[src/rtl/ex_hazard_ctrl_if.sv]
// Bundle of ID-side hazard inputs and the hazard controller's outputs.
// master: the pipeline side that drives ID/EX info and consumes the controls.
// slave : the hazard controller.
interface ex_hazard_ctrl_if #(
  parameter int REG_AW = 5,
  parameter int CNT_W  = 16
);
  logic              hold;
  logic              id_valid;
  logic [REG_AW-1:0] id_rs1;
  logic [REG_AW-1:0] id_rs2;
  logic              id_use_rs1;
  logic              id_use_rs2;
  logic [REG_AW-1:0] id_rd;
  logic              id_reg_write;
  logic              id_mem_read;
  logic              ex_branch_taken;
  logic              stall;
  logic              bubble;
  logic              flush_if_id;
  logic [1:0]        fwd_a_sel;
  logic [1:0]        fwd_b_sel;
  logic [CNT_W-1:0]  stall_cnt;
  logic [CNT_W-1:0]  flush_cnt;

  modport master (
    output hold, id_valid, id_rs1, id_rs2, id_use_rs1, id_use_rs2,
           id_rd, id_reg_write, id_mem_read, ex_branch_taken,
    input  stall, bubble, flush_if_id, fwd_a_sel, fwd_b_sel,
           stall_cnt, flush_cnt
  );

  modport slave (
    input  hold, id_valid, id_rs1, id_rs2, id_use_rs1, id_use_rs2,
           id_rd, id_reg_write, id_mem_read, ex_branch_taken,
    output stall, bubble, flush_if_id, fwd_a_sel, fwd_b_sel,
           stall_cnt, flush_cnt
  );
endinterface

[src/rtl/ex_hazard_ctrl.sv]
// EX-stage hazard controller: shadows the destination info of the EX and MEM
// instructions, produces registered forwarding selects, a load-use
// stall/bubble, a branch-redirect flush and saturating stall/flush counters.
module ex_hazard_ctrl #(
  parameter int REG_AW = 5,
  parameter int CNT_W  = 16
) (
  input logic             clk,
  input logic             reset_n,
  ex_hazard_ctrl_if.slave bus
);

  localparam logic [1:0] SEL_RF  = 2'b00;
  localparam logic [1:0] SEL_MEM = 2'b01;
  localparam logic [1:0] SEL_WB  = 2'b10;
  localparam logic [CNT_W-1:0] CNT_ONE = {{(CNT_W-1){1'b0}}, 1'b1};

  logic              ex_v_q,  ex_v_d;
  logic [REG_AW-1:0] ex_rd_q, ex_rd_d;
  logic              ex_rw_q, ex_rw_d;
  logic              ex_mr_q, ex_mr_d;
  logic              mem_v_q,  mem_v_d;
  logic [REG_AW-1:0] mem_rd_q, mem_rd_d;
  logic              mem_rw_q, mem_rw_d;
  logic [1:0]        fwd_a_q, fwd_a_d;
  logic [1:0]        fwd_b_q, fwd_b_d;
  logic [CNT_W-1:0]  stall_cnt_q, stall_cnt_d;
  logic [CNT_W-1:0]  flush_cnt_q, flush_cnt_d;

  logic lu;

  // x0 is hardwired, so an index of zero can never create a dependency.
  function automatic logic slot_hit(input logic v, input logic rw,
                                    input logic [REG_AW-1:0] rd,
                                    input logic [REG_AW-1:0] rs);
    return v & rw & (rd == rs) & (rs != '0);
  endfunction

  // The nearer producer (now in EX, next in MEM) holds the newer value.
  function automatic logic [1:0] fwd_sel(input logic use_rs,
                                         input logic [REG_AW-1:0] rs);
    if (use_rs & slot_hit(ex_v_q, ex_rw_q, ex_rd_q, rs))
      return SEL_MEM;
    else if (use_rs & slot_hit(mem_v_q, mem_rw_q, mem_rd_q, rs))
      return SEL_WB;
    else
      return SEL_RF;
  endfunction

  // Hazard detection, pipeline controls and next state; hold freezes all.
  always_comb begin
    lu = bus.id_valid & ex_mr_q &
         ((bus.id_use_rs1 & slot_hit(ex_v_q, ex_rw_q, ex_rd_q, bus.id_rs1)) |
          (bus.id_use_rs2 & slot_hit(ex_v_q, ex_rw_q, ex_rd_q, bus.id_rs2)));

    bus.stall       = 1'b0;
    bus.bubble      = 1'b0;
    bus.flush_if_id = 1'b0;

    ex_v_d      = ex_v_q;
    ex_rd_d     = ex_rd_q;
    ex_rw_d     = ex_rw_q;
    ex_mr_d     = ex_mr_q;
    mem_v_d     = mem_v_q;
    mem_rd_d    = mem_rd_q;
    mem_rw_d    = mem_rw_q;
    fwd_a_d     = fwd_a_q;
    fwd_b_d     = fwd_b_q;
    stall_cnt_d = stall_cnt_q;
    flush_cnt_d = flush_cnt_q;

    if (bus.hold) begin
      bus.stall = 1'b1;
    end else if (bus.ex_branch_taken || lu) begin
      // EX receives a bubble; the old EX instruction still retires into MEM.
      bus.bubble      = 1'b1;
      bus.flush_if_id = bus.ex_branch_taken;
      bus.stall       = ~bus.ex_branch_taken;
      ex_v_d   = 1'b0;
      mem_v_d  = ex_v_q;
      mem_rd_d = ex_rd_q;
      mem_rw_d = ex_rw_q;
      fwd_a_d  = SEL_RF;
      fwd_b_d  = SEL_RF;
      if (bus.ex_branch_taken) begin
        if (flush_cnt_q != '1) flush_cnt_d = flush_cnt_q + CNT_ONE;
      end else begin
        if (stall_cnt_q != '1) stall_cnt_d = stall_cnt_q + CNT_ONE;
      end
    end else begin
      mem_v_d  = ex_v_q;
      mem_rd_d = ex_rd_q;
      mem_rw_d = ex_rw_q;
      ex_v_d   = bus.id_valid;
      ex_rd_d  = bus.id_rd;
      ex_rw_d  = bus.id_reg_write;
      ex_mr_d  = bus.id_mem_read;
      fwd_a_d  = fwd_sel(bus.id_use_rs1, bus.id_rs1);
      fwd_b_d  = fwd_sel(bus.id_use_rs2, bus.id_rs2);
    end
  end

  // State register for the shadow slots, forwarding selects and counters.
  always_ff @(posedge clk or negedge reset_n) begin
    if (!reset_n) begin
      ex_v_q      <= 1'b0;
      ex_rd_q     <= '0;
      ex_rw_q     <= 1'b0;
      ex_mr_q     <= 1'b0;
      mem_v_q     <= 1'b0;
      mem_rd_q    <= '0;
      mem_rw_q    <= 1'b0;
      fwd_a_q     <= SEL_RF;
      fwd_b_q     <= SEL_RF;
      stall_cnt_q <= '0;
      flush_cnt_q <= '0;
    end else begin
      ex_v_q      <= ex_v_d;
      ex_rd_q     <= ex_rd_d;
      ex_rw_q     <= ex_rw_d;
      ex_mr_q     <= ex_mr_d;
      mem_v_q     <= mem_v_d;
      mem_rd_q    <= mem_rd_d;
      mem_rw_q    <= mem_rw_d;
      fwd_a_q     <= fwd_a_d;
      fwd_b_q     <= fwd_b_d;
      stall_cnt_q <= stall_cnt_d;
      flush_cnt_q <= flush_cnt_d;
    end
  end

  assign bus.fwd_a_sel = fwd_a_q;
  assign bus.fwd_b_sel = fwd_b_q;
  assign bus.stall_cnt = stall_cnt_q;
  assign bus.flush_cnt = flush_cnt_q;

endmodule
[src/flat_wrapper.sv]
// flat-port wrapper written by rule: the top's interface ports become plain ports
module ex_hazard_ctrl_flat 
#(
  parameter int REG_AW = 5,
  parameter int CNT_W  = 16
)
  (clk, reset_n, bus_hold, bus_id_valid, bus_id_rs1, bus_id_rs2, bus_id_use_rs1, bus_id_use_rs2, bus_id_rd, bus_id_reg_write, bus_id_mem_read, bus_ex_branch_taken, bus_stall, bus_bubble, bus_flush_if_id, bus_fwd_a_sel, bus_fwd_b_sel, bus_stall_cnt, bus_flush_cnt);
  ex_hazard_ctrl_if #(.REG_AW(REG_AW), .CNT_W(CNT_W)) bus_i ();
  input logic clk;
  input logic reset_n;
  input wire logic [$bits(bus_i.hold)-1:0] bus_hold;
  input wire logic [$bits(bus_i.id_valid)-1:0] bus_id_valid;
  input wire logic [$bits(bus_i.id_rs1)-1:0] bus_id_rs1;
  input wire logic [$bits(bus_i.id_rs2)-1:0] bus_id_rs2;
  input wire logic [$bits(bus_i.id_use_rs1)-1:0] bus_id_use_rs1;
  input wire logic [$bits(bus_i.id_use_rs2)-1:0] bus_id_use_rs2;
  input wire logic [$bits(bus_i.id_rd)-1:0] bus_id_rd;
  input wire logic [$bits(bus_i.id_reg_write)-1:0] bus_id_reg_write;
  input wire logic [$bits(bus_i.id_mem_read)-1:0] bus_id_mem_read;
  input wire logic [$bits(bus_i.ex_branch_taken)-1:0] bus_ex_branch_taken;
  output wire logic [$bits(bus_i.stall)-1:0] bus_stall;
  output wire logic [$bits(bus_i.bubble)-1:0] bus_bubble;
  output wire logic [$bits(bus_i.flush_if_id)-1:0] bus_flush_if_id;
  output wire logic [$bits(bus_i.fwd_a_sel)-1:0] bus_fwd_a_sel;
  output wire logic [$bits(bus_i.fwd_b_sel)-1:0] bus_fwd_b_sel;
  output wire logic [$bits(bus_i.stall_cnt)-1:0] bus_stall_cnt;
  output wire logic [$bits(bus_i.flush_cnt)-1:0] bus_flush_cnt;
  assign bus_i.hold = bus_hold;
  assign bus_i.id_valid = bus_id_valid;
  assign bus_i.id_rs1 = bus_id_rs1;
  assign bus_i.id_rs2 = bus_id_rs2;
  assign bus_i.id_use_rs1 = bus_id_use_rs1;
  assign bus_i.id_use_rs2 = bus_id_use_rs2;
  assign bus_i.id_rd = bus_id_rd;
  assign bus_i.id_reg_write = bus_id_reg_write;
  assign bus_i.id_mem_read = bus_id_mem_read;
  assign bus_i.ex_branch_taken = bus_ex_branch_taken;
  assign bus_stall = bus_i.stall;
  assign bus_bubble = bus_i.bubble;
  assign bus_flush_if_id = bus_i.flush_if_id;
  assign bus_fwd_a_sel = bus_i.fwd_a_sel;
  assign bus_fwd_b_sel = bus_i.fwd_b_sel;
  assign bus_stall_cnt = bus_i.stall_cnt;
  assign bus_flush_cnt = bus_i.flush_cnt;
  ex_hazard_ctrl #(.REG_AW(REG_AW), .CNT_W(CNT_W)) u_core (.clk(clk), .reset_n(reset_n), .bus(bus_i));
endmodule
[config.mk]
export PLATFORM = sky130hd
export DESIGN_NAME = ex_hazard_ctrl_flat
export DESIGN_NICKNAME = d
export VERILOG_FILES = /design/src/rtl/ex_hazard_ctrl_if.sv /design/src/rtl/ex_hazard_ctrl.sv /design/src/flat_wrapper.sv
export SDC_FILE = /design/constraint.sdc
export NUM_CORES = 1
export LEC_CHECK = 0
export BUFFER_PORTS_ARGS = -buffer_cell sky130_fd_sc_hd__clkbuf_2
export CORE_ASPECT_RATIO = 1.5
export CORE_MARGIN = 2
export CORE_UTILIZATION = 45
export DETAILED_ROUTE_END_ITERATION = 10
export HOLD_SLACK_MARGIN = 0.05
export MAX_ROUTING_LAYER = met4
export PLACE_DENSITY = 0.72
export SLEW_MARGIN = 20
export SYNTH_ARGS = -nofsm -noshare
export SYNTH_HDL_FRONTEND = slang
export SYNTH_SLANG_ARGS = --single-unit
[constraint.sdc]
create_clock -name clk -period 2.8 [get_ports clk]
set_input_delay 0.56 -clock clk [delete_from_list [all_inputs] [get_ports clk]]
set_output_delay 0.56 -clock clk [all_outputs]
set_load 0.05 [all_outputs]
Yosys cells after proc, flatten, opt, wreduce, memory -nomap -nowiden
Index checks and enable logic that the tools add are counted.
{"block": "word_totals", "output_inout_bits": 39, "wordCells": 58, "input_bits": 24, "regBits": 51}
{"block": "op_classes", "n_addsub": 2, "eq_ne": 6, "muxes": 13, "n_reduce_logical": 6, "n_bitwise": 20}
{"operator": "adder 16 x 1 -> 16 bit (second input constant)", "n": 2}
{"operator": "!= test 16 bit (second input constant)", "n": 2}
{"operator": "== test 5 bit", "n": 4}
{"operator": "bitwise AND 1 bit", "n": 16}
{"operator": "two-way mux 2 bit", "n": 6}
{"operator": "nonzero test 5 bit", "n": 2}
{"operator": "AND reduction 4 bit", "n": 2}
{"operator": "two-way mux 1 bit", "n": 7}
{"operator": "inverter 1 bit", "n": 3}
{"operator": "AND reduction 2 bit", "n": 1}
{"operator": "logical OR 1 bit", "n": 1}
{"operator": "OR 1 bit", "n": 1}

Depth between registers and ports, before layout
Gate-level depths: netlist of run 1.
{"block": "logic_depth", "ltp_word": 9, "mapped_depth": 7, "ltp_nobuf": 7}

Least setup slack after synthesis of run 1
Ideal clock, no wire load.
{"block": "synth_path", "path_kind": "input-to-output", "from": "in bus_id_rs2[1]", "to": "out bus_bubble", "slack_ns": -0.144, "t_arrival_ns": 2.384, "required_ns": 2.240, "stages": 5, "n_path_buf": 0, "path_cell_list": "xnor2_1 -> nand2_1 -> or4_4 -> a21o_2 -> a21oi_1"}
{"block": "synth_between", "elab_chain_cells": 9, "word_cells_on_any_way": 10, "classes_between": "eq/ne (1); mux (2); bitwise (5); reduce/logical (2)"}
{"element": "start: declaration", "line": "flat_wrapper.sv:14", "source": "input wire logic [$bits(bus_i.id_rs2)-1:0] bus_id_rs2;"}
{"element": "== test 5 bit", "line": "ex_hazard_ctrl.sv:36", "source": "return v & rw & (rd == rs) & (rs != '0);"}
{"element": "bitwise AND 1 bit", "line": "ex_hazard_ctrl.sv:36"}
{"element": "bitwise AND 1 bit *", "line": "ex_hazard_ctrl.sv:36"}
{"element": "bitwise AND 1 bit *", "line": "ex_hazard_ctrl.sv:54", "source": "(bus.id_use_rs2 & slot_hit(ex_v_q, ex_rw_q, ex_rd_q, bus.id_rs2)));"}
{"element": "OR 1 bit *", "line": "ex_hazard_ctrl.sv:53", "source": "((bus.id_use_rs1 & slot_hit(ex_v_q, ex_rw_q, ex_rd_q, bus.id_rs1)) |"}
{"element": "bitwise AND 1 bit *", "line": "ex_hazard_ctrl.sv:52", "source": "lu = bus.id_valid & ex_mr_q &"}
{"element": "logical OR 1 bit *", "line": "ex_hazard_ctrl.sv:74", "source": "end else if (bus.ex_branch_taken || lu) begin"}
{"element": "two-way mux 1 bit *", "line": "ex_hazard_ctrl.sv:74"}
{"element": "two-way mux 1 bit *", "line": "ex_hazard_ctrl.sv:72", "source": "if (bus.hold) begin"}
{"element": "end: declaration", "line": "flat_wrapper.sv:22", "source": "output wire logic [$bits(bus_i.bubble)-1:0] bus_bubble;"}
Mark *: on every way between the ends. The rest lies on a longest branch, timed or not.

Worst setup path after layout of run 1
{"block": "layout_path", "from": "reg u_core.ex_rd_q[1]", "to": "out bus_bubble"}
{"block": "layout_between", "elab_chain_cells": 9, "word_cells_on_any_way": 13, "classes_between": "eq/ne (2); mux (2); bitwise (8); reduce/logical (1)"}
{"element": "start: declaration", "line": "ex_hazard_ctrl.sv:19", "source": "logic [REG_AW-1:0] ex_rd_q, ex_rd_d;"}
{"element": "start signal: assignment", "line": "ex_hazard_ctrl.sv:119", "source": "ex_rd_q <= ex_rd_d;"}
{"element": "== test 5 bit", "line": "ex_hazard_ctrl.sv:36"}
{"element": "bitwise AND 1 bit (2 in a row)", "line": "ex_hazard_ctrl.sv:36"}
{"element": "bitwise AND 1 bit (on tied branches)", "line": "ex_hazard_ctrl.sv:53, ex_hazard_ctrl.sv:54"}
{"element": "OR 1 bit *", "line": "ex_hazard_ctrl.sv:53"}
{"element": "bitwise AND 1 bit *", "line": "ex_hazard_ctrl.sv:52"}
{"element": "logical OR 1 bit *", "line": "ex_hazard_ctrl.sv:74"}
{"element": "two-way mux 1 bit *", "line": "ex_hazard_ctrl.sv:74"}
{"element": "two-way mux 1 bit *", "line": "ex_hazard_ctrl.sv:72"}
Marked as above.

==> run summary, run 1 <==
Clock Skew -> 0.00782 ns
Final Hold Vio Count -> 0
Design area -> 3160 um2
Die area -> 6390 um2
VDD IR max -> 0.531 mV
Post-Route WL -> 5.36 mm
Seq/Total Area, Yosys -> 49.3%
Antenna violations before repair -> 0
Reg area -> 1280 um2
Wire per inst -> 14.2 um
Worst flop-to-flop path endpoint -> u_core.ex_rd_q[1]
Share of layout cells above drive strength 1 -> 33.2%
WP data required -> 2.24 ns
Syn-to-layout area delta -> 22.0%
Finished Layout Cells -> 377
Clock buffer count from CTS -> 5
Unique masters post-synth -> 35
Nature of the critical path endpoint -> primary output
Area fraction of the dominant cell type after synthesis -> 49.3%
Max Slew Vio Count -> 0
Io pins -> 63
Post-synth top flop -> dfrtp_1
DRT iter0 DRCs -> 104
Initial Util -> 47.1%
Status -> finished clean
PD cells -> 582 nW/um2
Area after DPL -> 3030 um2
Die span in y -> 96.9 um
Setup bufs post-CTS -> 0
Final critical-path required period -> 2.68 ns
Worst hold path type -> input port to flop
Most common cell in the netlist -> dfrtp_1
Drt drc -> 0
Post-synth top cells -> 51 x dfrtp_1, 32 x xnor2_1, 21 x nand2_1
Clock Path Buffers -> 2
IO buf count -> 62
Multi-input gate area -> 1300 um2
Async set-or-reset flop fraction in the synthesized netlist -> 100%
Inst Count DP -> 369
GRT Overall Usage -> 18.5%
Yosys top cell by area -> dfrtp_1
Synth Instances -> 233
Worst skew pair latency -> 0.30 ns
Synthesized flop and latch total -> 51
Max-slew headroom -> 57.9%
Setup crit end -> bus_bubble
Post-route clock period utilization -> 95.6%
TritonRoute pass-1 iters -> 4
GRT overflow -> 0
FILL cells -> 494
Pleak -> 1.45 nW
Std-Cell Core Area -> 5490 um2
Yosys warning count -> 0
Startpoint types -> flop
Die Wd -> 65.9 um
WP data arrival -> 2.12 ns
TNS Setup -> 0 ns
Syn avg cell area -> 11.1 um2
N_diodes -> 0
Vias per cell -> 5.42
Remaining antenna violation count -> 0
Critical Path Fanout Max -> 4
Synthesized net count -> 259
Post-layout nets -> 333
Unrepaired setup endpoints after global routing -> false
Root Driver -> clkbuf_8
Largest cells by area after synthesis -> dfrtp_1 49%, xnor2_1 11%, mux2_2 6.1%
Routability-driven placement congestion ratio -> 0.812
First-pass GRT wire length -> 9.12 mm
Vias in the first global route -> 2003
TritonCTS clock tree -> built
Rows -> 33
Hpwl dp -> 4.20 mm
Fmax -> 374 MHz
Mapped Area -> 2590 um2
Max H-tree Level -> 2
Setup CP Type -> flop to primary output
Worst Tran Pin Value -> 0.630 ns
Setup violators final -> 0
Routed via count -> 2044
EDFF count, synth -> 0
Crit path from -> u_core.ex_rd_q[1]
Number of max-cap violations -> 0
R2R depth -> 7
Sink Count -> 51
Setup slack, reg-to-reg -> 0.57 ns
Worst-path clk slew -> 0.09 ns
Reg2Reg Launch Point -> u_core.ex_rd_q[1]
Pin count of the biggest net entering global routing -> 29
timing repair:
action	CTS	global route
hold buffers	1	0
setup endpoints to repair	0	2
gates resized for setup	0	6
hold endpoints to repair	1	0
power by group:
part           switching (mW)  internal, mW
registers              0.0961         0.812
logic                   0.278         0.153
clock network           0.236         0.261
total                   0.610          1.23
through the flow:
step,power (mW),setup WS [ns],util [%],hold slack (ns)
after floorplan,1.22,0.157,-,0.264
after global placement,1.34,0.119,55.3,0.362
after detailed placement,1.36,0.0909,55.3,0.364
after CTS,1.85,0.0208,57.4,0.464
after global routing,1.93,0.0113,57.5,0.475
final,1.84,0.124,57.5,0.464
area by class of cell:
cell class	count	area share, %
clock buffers	5	2.18
clock inverters	2	1.19
inverters	3	0.357
repair buffers	70	12.0
well taps	70	2.78
multi-input cells	176	41.1
flip-flops and latches	51	40.4
placed cells by master (no fill, tap or decap), types with 2 or more instances in the layout:
| cell type | Yosys | layout |
|---|---|---|
| o21ai_0 | 2 | 2 |
| and4_1 | 4 | 4 |
| nor4_1 | 3 | 3 |
| ha_1 | 2 | 2 |
| buf_4 | 0 | 9 |
| inv_1 | 3 | 3 |
| nor2_1 | 9 | 9 |
| and3_1 | 8 | 8 |
| dfrtp_1 | 51 | 51 |
| nand4_1 | 14 | 14 |
| clkbuf_8 | 0 | 5 |
| xnor2_1 | 32 | 32 |
| o41ai_1 | 2 | 2 |
| or4_4 | 3 | 3 |
| nor3_1 | 8 | 8 |
| clkbuf_2 | 0 | 60 |
| mux2_2 | 14 | 14 |
| or3_1 | 3 | 3 |
| xor2_1 | 15 | 15 |
| a32o_1 | 3 | 3 |
| nand2_1 | 21 | 21 |
| nand3_1 | 13 | 13 |
| o2111ai_1 | 4 | 4 |
| a211oi_4 | 2 | 2 |
state kept, by name (all words and copies together), names as in the netlist:
signal	flops
u_core.mem_rw_q	1
u_core.mem_rd_q	5
u_core.bus.flush_cnt	16
u_core.bus.fwd_b_sel	2
u_core.mem_v_q	1
u_core.bus.stall_cnt	16
u_core.ex_rw_q	1
u_core.ex_mr_q	1
u_core.bus.fwd_a_sel	2
u_core.ex_rd_q	5
u_core.ex_v_q	1
layer usage:
layer  share of wire, %  up-vias  track usage (%)  wire [um]
met5                  0        -                -          0
met4                2.5        0             6.25        134
met3                3.7       12             3.49        197
met2                 52       50             31.8       2810
met1                 41      990             21.2       2220
li1                   -      992                -          -
how the worst min path moves through the flow:
stage / startpoint / endpoint / slack, ns / cells past startpoint
floorplan: reset_n / u_core.bus.flush_cnt[0] / 0.26 / 0
global placement: reset_n / u_core.ex_rd_q[2] / 0.36 / 1
detailed placement: reset_n / u_core.ex_rd_q[2] / 0.36 / 1
CTS: bus_id_reg_write / u_core.ex_rw_q / 0.46 / 2
global route: bus_id_reg_write / u_core.ex_rw_q / 0.48 / 2
finish: bus_id_reg_write / u_core.ex_rw_q / 0.46 / 2
cell families after synthesis:
kind of cell,Yosys count,synth area share (%)
AOI/OAI and AO/OA,20,6.96
and+or+nand+nor,92,19.4
adders and majority gates,2,0.967
xor gates and xnor gates,47,15.9
buffers and inverters,6,0.870
DFF,51,49.3
muxes,15,6.53
worst max-delay path, stage by stage, from the launching register on:
cell,delay (ns)
dfrtp_1,0.44
xnor2_1,0.16
nand2_1,0.09
or4_4,0.52
a21o_2,0.26
a21oi_2,0.13
buf_4,0.22
No activity file was read; power rests on OpenSTA's default activity.
==> run 2, diff against run 1 <==
==> constraint.sdc (replaced) <==
create_clock -name clk -period 2.6 [get_ports clk]
set_input_delay 0.52 -clock clk [delete_from_list [all_inputs] [get_ports clk]]
set_output_delay 0.52 -clock clk [all_outputs]
set_load 0.05 [all_outputs]
==> run 2 against run 1 <==
Compared with the run above:
- power increased by 3.9%
- first-iteration DRC count increased by 15%
- largest power group unchanged
- die area unchanged
- via count increased by 1.5%
- global-route usage increased by 0.74 points
- combinational power increased by 13%
- critical path depth unchanged
- final cell count increased by 1.1%
- wire length increased by 2.1%
- sequential cell count unchanged
- sequential share of layout area decreased by 0.62 points
- clock skew increased by 0.0045 ns
==> run summary, run 2 (synthesis results as in run 1) <==
Post-route clock period utilization -> 99.7%
Nature of the critical path endpoint -> primary output (unchanged)
Vias in the first global route -> 2057 (was 2003)
GRT Overall Usage -> 19.3% (was 18.5%)
Final Hold Vio Count -> 0 (unchanged)
Unrepaired setup endpoints after global routing -> true (was false)
Status -> finished clean (unchanged)
Worst skew pair latency -> 0.30 ns (about the same)
Commonest non-fill, non-tap cells in the layout -> 60 x clkbuf_2, 51 x dfrtp_1, 32 x xnor2_1, 21 x nand2_1, 15 x xor2_1 (unchanged)
Clock buffer count from CTS -> 5 (unchanged)
Initial Util -> 47.1% (unchanged)
Inst Count DP -> 369 (unchanged)
DP Worst Slack -> 0.0692 ns (was 0.0909 ns)
Sequential fraction of design power -> 51.1% (was 49.5%)
Fmax -> 386 MHz
Final critical-path required period -> 2.59 ns
Die area -> 6390 um2 (unchanged)
Syn-to-layout area delta -> 23.8% (was 22.0%)
Die Wd -> 65.9 um (unchanged)
Worst path bufs/invs -> 1 (unchanged)
Worst hold path type -> input port to async pin (was input port to flop)
Worst setup margin -> 0.00822 ns (was 0.124 ns)
Std-Cell Core Area -> 5490 um2 (unchanged)
Wire per inst -> 14.4 um (was 14.2 um)
Sink Count -> 51 (unchanged)
TritonCTS clock tree -> built (unchanged)
Psw -> 665 uW (was 610 uW)
Pin count of the biggest net entering global routing -> 23 (was 29)
R2R depth -> 7 (unchanged)
Combinational power share -> 25.4% (was 23.5%)
Pleak -> 1.46 nW (was 1.45 nW)
Worst Tran Pin Value -> 0.629 ns (was 0.630 ns)
Reg2Reg Launch Point -> u_core.ex_rd_q[0] (was u_core.ex_rd_q[1])
Startpoint types -> flop (unchanged)
FILL cells -> 510 (was 494)
TNS Setup -> 0 ns (unchanged)
Routed via count -> 2074 (was 2044)
Max Slew Vio Count -> 0 (unchanged)
Max-slew headroom -> 57.9% (about the same)
Clock Skew -> 0.0123 ns (was 0.00782 ns)
Clock Path Buffers -> 2 (unchanged)
Post-layout nets -> 336 (was 333)
Multi-input gate area -> 1320 um2 (was 1300 um2)
IO buf count -> 62 (unchanged)
First-pass GRT wire length -> 9.51 mm (was 9.12 mm)
PD cells -> 595 nW/um2 (was 582 nW/um2)
Vias per cell -> 5.44 (was 5.42)
Hpwl dp -> 4.20 mm (about the same)
Antenna violations before repair -> 0 (unchanged)
Critical Path, Cell by Cell -> xnor2_1 > nand2_1 > or4_4 > a21o_4 > a21oi_4 > buf_12 (was xnor2_1 > nand2_1 > or4_4 > a21o_2 > a21oi_2 > buf_4)
Critical path's slowest cell -> or4_4 (unchanged)
Rows -> 33 (unchanged)
Routability-driven placement congestion ratio -> 0.823 (was 0.812)
Internal -> 1.24 mW (was 1.23 mW)
Share of layout cells above drive strength 1 -> 34.4% (was 33.2%)
TritonRoute pass-1 iters -> 4 (unchanged)
Setup violators final -> 0 (unchanged)
Worst-path clk slew -> 0.10 ns (was 0.09 ns)
Final Core Density -> 58.4% (was 57.5%)
Worst flop-to-flop path endpoint -> u_core.ex_rd_q[3] (was u_core.ex_rd_q[1])
Number of max-cap violations -> 0 (unchanged)
Final Power -> 1.91 mW (was 1.84 mW)
Root Driver -> clkbuf_8 (unchanged)
N_diodes -> 0 (unchanged)
DRT iter0 DRCs -> 120 (was 104)
Die span in y -> 96.9 um (unchanged)
Drt drc -> 0 (unchanged)
WP data arrival -> 2.07 ns (was 2.12 ns)
Critical Path Fanout Max -> 4 (unchanged)
Cell family with most CP delay -> simple AND/OR/NAND/NOR gates (unchanged)
Reg area -> 1280 um2 (unchanged)
Max H-tree Level -> 2 (unchanged)
Setup CP Type -> flop to primary output (unchanged)
WP data required -> 2.08 ns (was 2.24 ns)
Post-Route WL -> 5.47 mm (was 5.36 mm)
Finished Layout Cells -> 381 (was 377)
Setup slack, reg-to-reg -> 0.37 ns (was 0.57 ns)
VDD IR max -> 0.467 mV (was 0.531 mV)
Clock network power share -> 23.5% (was 27.1%)
GRT overflow -> 0 (unchanged)
Remaining antenna violation count -> 0 (unchanged)
CP max stage delay -> 0.49 ns (was 0.52 ns)
Most common cell after layout, fill and taps aside -> clkbuf_2 (unchanged)
Io pins -> 63 (unchanged)
Sw frac -> 34.9% (was 33.2%)
-- run 2: cell count changes in the layout (fill, tap and decap cells not counted) --
cell / previous run / this run
buf_12: 0 / 2
buf_4: 9 / 11
a21o_2: 1 / 0
a21o_4: 0 / 1
a21oi_2: 1 / 0
a21oi_4: 0 / 1
bufinv_16: 1 / 0
clkinv_2: 0 / 1
clkinvlp_4: 1 / 2
dlygate4sd3_1: 1 / 0
o21bai_2: 1 / 0
o21bai_4: 0 / 1
-- run 2: per-stage QoR --
stage / instance area [um2] / hold WS [ns]
finish: 3200 / 0.190
global route: 3200 / 0.215
CTS: 3190 / 0.192
detailed placement: 3060 / 0.484
global placement: 3060 / 0.476
floorplan: 2590 / 0.224
-- run 2: worst max path at each step --
stage                       from         end  depth (start not counted)
3_3_place_gp       bus_id_rs2[4]  bus_bubble                          7
6_report       u_core.ex_rd_q[0]  bus_bubble                          6
2_1_floorplan      bus_id_rs2[1]  bus_bubble                          5
3_5_place_dp       bus_id_rs2[1]  bus_bubble                          7
5_1_grt        u_core.ex_rd_q[4]  bus_bubble                          6
4_1_cts        u_core.ex_rd_q[1]  bus_bubble                          6
-- run 2: metal layers --
metal / share of wire (%) / track usage [%]
met2: 53 / 31.5
met5: 0 / -
met3: 4.1 / 3.14
met4: 2.0 / 7.69
met1: 41 / 23.4
-- run 2: area by class of cell --
cell class / count / area share [%]
Multi-Input combinational cell: 176 / 41.1
Sequential cell: 51 / 39.8
Timing Repair Buffer: 73 / 13.2
Tap cell: 70 / 2.73
Clock buffer: 5 / 2.15
Clock inverter: 3 / 0.625
Inverter: 3 / 0.351
-- run 2: power by group through the flow --
stage | clock network (mW) | logic (mW) | registers [mW]
floorplan | 0 | 0.186 | 1.13
global placement | 0 | 0.462 | 0.986
detailed placement | 0 | 0.472 | 0.990
CTS | 0.470 | 0.484 | 0.973
global route | 0.503 | 0.528 | 0.991
finish | 0.448 | 0.485 | 0.974
-- run 2: repair_timing --
action	in CTS	in global routing
pin swaps	2	0
buffers inserted	2	2
gates resized for setup	3	0
hold buffers	0	0
setup endpoints to repair	2	2
==> run 3, diff against run 2 <==
--- a/config.mk
+++ b/config.mk
@@ -6,13 +6,16 @@
 export NUM_CORES = 1
 export LEC_CHECK = 0
 export BUFFER_PORTS_ARGS = -buffer_cell sky130_fd_sc_hd__clkbuf_2
+export CELL_PAD_IN_SITES_DETAIL_PLACEMENT = 0
+export CELL_PAD_IN_SITES_GLOBAL_PLACEMENT = 1
 export CORE_ASPECT_RATIO = 1.5
 export CORE_MARGIN = 2
-export CORE_UTILIZATION = 45
+export CORE_UTILIZATION = 41
 export DETAILED_ROUTE_END_ITERATION = 10
 export HOLD_SLACK_MARGIN = 0.05
 export MAX_ROUTING_LAYER = met4
-export PLACE_DENSITY = 0.72
+export PLACE_DENSITY = 0.82
+export SKIP_CTS_REPAIR_TIMING = 1
 export SLEW_MARGIN = 20
 export SYNTH_ARGS = -nofsm -noshare
 export SYNTH_HDL_FRONTEND = slang
==> run 3 against run 2 <==
Compared with the run above:
- global-route usage is 1.4 points lower
- sequential power hardly changed
- count of clock-buffer cells in the layout stayed put
- wire length is 1.7% higher
- clock skew is 0.0042 ns higher
- largest power group unchanged
- highest routed layer unchanged
==> run summary, run 3 (synthesis results as in run 1) <==
Hpwl dp -> 4.21 mm (was 4.20 mm)
Die Wd -> 68.9 um (was 65.9 um)
Vias in the first global route -> 1943 (was 2057)
Setup CP Type -> flop to primary output (unchanged)
Final Power -> 1.91 mW (about the same)
Clock network power share -> 24.0% (was 23.5%)
Rows -> 35 (was 33)
Die area -> 6980 um2 (was 6390 um2)
PD cells -> 599 nW/um2 (was 595 nW/um2)
Clock buffer count from CTS -> 5 (unchanged)
Psw -> 673 uW (was 665 uW)
Max H-tree Level -> 2 (unchanged)
Combinational power share -> 24.8% (was 25.4%)
DRT iter0 DRCs -> 66 (was 120)
N_diodes -> 0 (unchanged)
Fmax -> 388 MHz (was 386 MHz)
Sequential fraction of design power -> 51.2% (was 51.1%)
Post-layout nets -> 333 (was 336)
Startpoint types -> flop (unchanged)
Critical Path Fanout Max -> 4 (unchanged)
Worst hold path type -> input port to async pin (unchanged)
Root Driver -> clkbuf_8 (unchanged)
Commonest non-fill, non-tap cells in the layout -> 60 x clkbuf_2, 51 x dfrtp_1, 32 x xnor2_1, 21 x nand2_1, 15 x xor2_1 (unchanged)
WP data arrival -> 2.06 ns (was 2.07 ns)
Unrepaired setup endpoints after global routing -> true (unchanged)
Remaining antenna violation count -> 0 (unchanged)
Internal -> 1.24 mW (about the same)
Vias per cell -> 5.22 (was 5.44)
Setup violators final -> 0 (unchanged)
FILL cells -> 590 (was 510)
Final critical-path required period -> 2.58 ns (was 2.59 ns)
Clock Skew -> 0.0165 ns (was 0.0123 ns)
Io pins -> 63 (unchanged)
Max-slew headroom -> 56.1% (was 57.9%)
Worst setup margin -> 0.0218 ns (was 0.00822 ns)
Post-Route WL -> 5.57 mm (was 5.47 mm)
Nature of the critical path endpoint -> primary output (unchanged)
Pleak -> 1.45 nW (was 1.46 nW)
Post-route clock period utilization -> 99.2% (was 99.7%)
Syn-to-layout area delta -> 23.2% (was 23.8%)
Max Slew Vio Count -> 0 (unchanged)
Die span in y -> 101 um (was 96.9 um)
GRT Overall Usage -> 17.8% (was 19.3%)
Number of max-cap violations -> 0 (unchanged)
Worst skew pair latency -> 0.31 ns (was 0.30 ns)
IO buf count -> 62 (unchanged)
Initial Util -> 42.2% (was 47.1%)
Antenna violations before repair -> 0 (unchanged)
Status -> finished clean (unchanged)
Routability-driven placement congestion ratio -> 0.796 (was 0.823)
Final Core Density -> 52.0% (was 58.4%)
First-pass GRT wire length -> 9.24 mm (was 9.51 mm)
VDD IR max -> 0.464 mV (was 0.467 mV)
GRT overflow -> 0 (unchanged)
Finished Layout Cells -> 382 (was 381)
Drt drc -> 0 (unchanged)
Worst-path clk slew -> 0.08 ns (was 0.10 ns)
DP Worst Slack -> 0.0535 ns (was 0.0692 ns)
Worst Tran Pin Value -> 0.659 ns (was 0.629 ns)
WP data required -> 2.08 ns (about the same)
Share of layout cells above drive strength 1 -> 33.8% (was 34.4%)
Clock Path Buffers -> 2 (unchanged)
Most common cell after layout, fill and taps aside -> clkbuf_2 (unchanged)
Pin count of the biggest net entering global routing -> 52 (was 23)
TritonRoute pass-1 iters -> 4 (unchanged)
Inst Count DP -> 372 (was 369)
TritonCTS clock tree -> built (unchanged)
Sink Count -> 51 (unchanged)
Final Hold Vio Count -> 0 (unchanged)
Std-Cell Core Area -> 6130 um2 (was 5490 um2)
Sw frac -> 35.3% (was 34.9%)
Routed via count -> 1995 (was 2074)
Wire per inst -> 14.6 um (was 14.4 um)
-- run 3: changes by cell type in the layout (fill, tap and decap cells not counted), sizes merged --
cell,change
buf,-3
-- run 3: metal layers --
layer | track usage (%) | vias to the layer above | part of all wire [%]
met4 | 6.03 | 0 | 1.6
met3 | 2.78 | 9 | 2.8
met1 | 21.8 | 957 | 44
met2 | 29.5 | 37 | 52
met5 | - | - | 0
li1 | - | 992 | -
-- run 3: stage by stage --
| stage | TNS, ns | hold slack [ns] | cell area (um2) |
|---|---|---|---|
| 6_report | 0 | 0.310 | 3190 |
| 5_1_grt | -0.127 | 0.363 | 3190 |
| 4_1_cts | -0.0651 | 0.349 | 3150 |
| 3_3_place_gp | 0 | 0.478 | 3060 |
| 2_1_floorplan | 0 | 0.224 | 2590 |
| 3_5_place_dp | 0 | 0.485 | 3060 |
-- run 3: area by class of cell --
type	count	area [um2]	area share, %
Multi-Input combinational cell	176	1320	41.3
Sequential cell	51	1280	40.0
Timing Repair Buffer	70	400	12.6
Tap cell	74	92.6	2.91
Clock buffer	5	68.8	2.16
Clock inverter	3	20.0	0.628
Inverter	3	11.3	0.353
-- run 3: critical path, cell delays in order, from the launching register on --
cell and delay [ns]:
dfrtp_1 0.44, xnor2_1 0.17, nand2_1 0.08, or4_4 0.52, a21o_4 0.26, a21oi_4 0.14, buf_12 0.15
-- run 3: power by group through the flow --
stage                     registers, mW  clock network (mW)  logic (mW)
final                             0.977               0.458       0.473
after global routing              0.994               0.508       0.514
after CTS                         0.978               0.473       0.472
after detailed placement          0.993                   0       0.471
after global placement            0.989                   0       0.463
after floorplan                    1.13                   0       0.186
-- run 3: path summary, 6_finish.rpt --
check / end / cells past startpoint / slack (ns) / start
max: bus_bubble / 6 / 0.02 / u_core.ex_rd_q[3]
min: u_core.ex_rd_q[1] / 2 / 0.31 / reset_n
max reg2reg: u_core.bus.stall_cnt[1] / 6 / 0.36 / u_core.ex_rd_q[3]
min reg2reg: u_core.bus.fwd_b_sel[1] / 2 / 0.50 / u_core.bus.fwd_b_sel[1]
max in group asynchronous: u_core.bus.stall_cnt[6] / 2 / 1.84 / reset_n
min in group clk: u_core.ex_rw_q / 2 / 0.43 / bus_id_reg_write
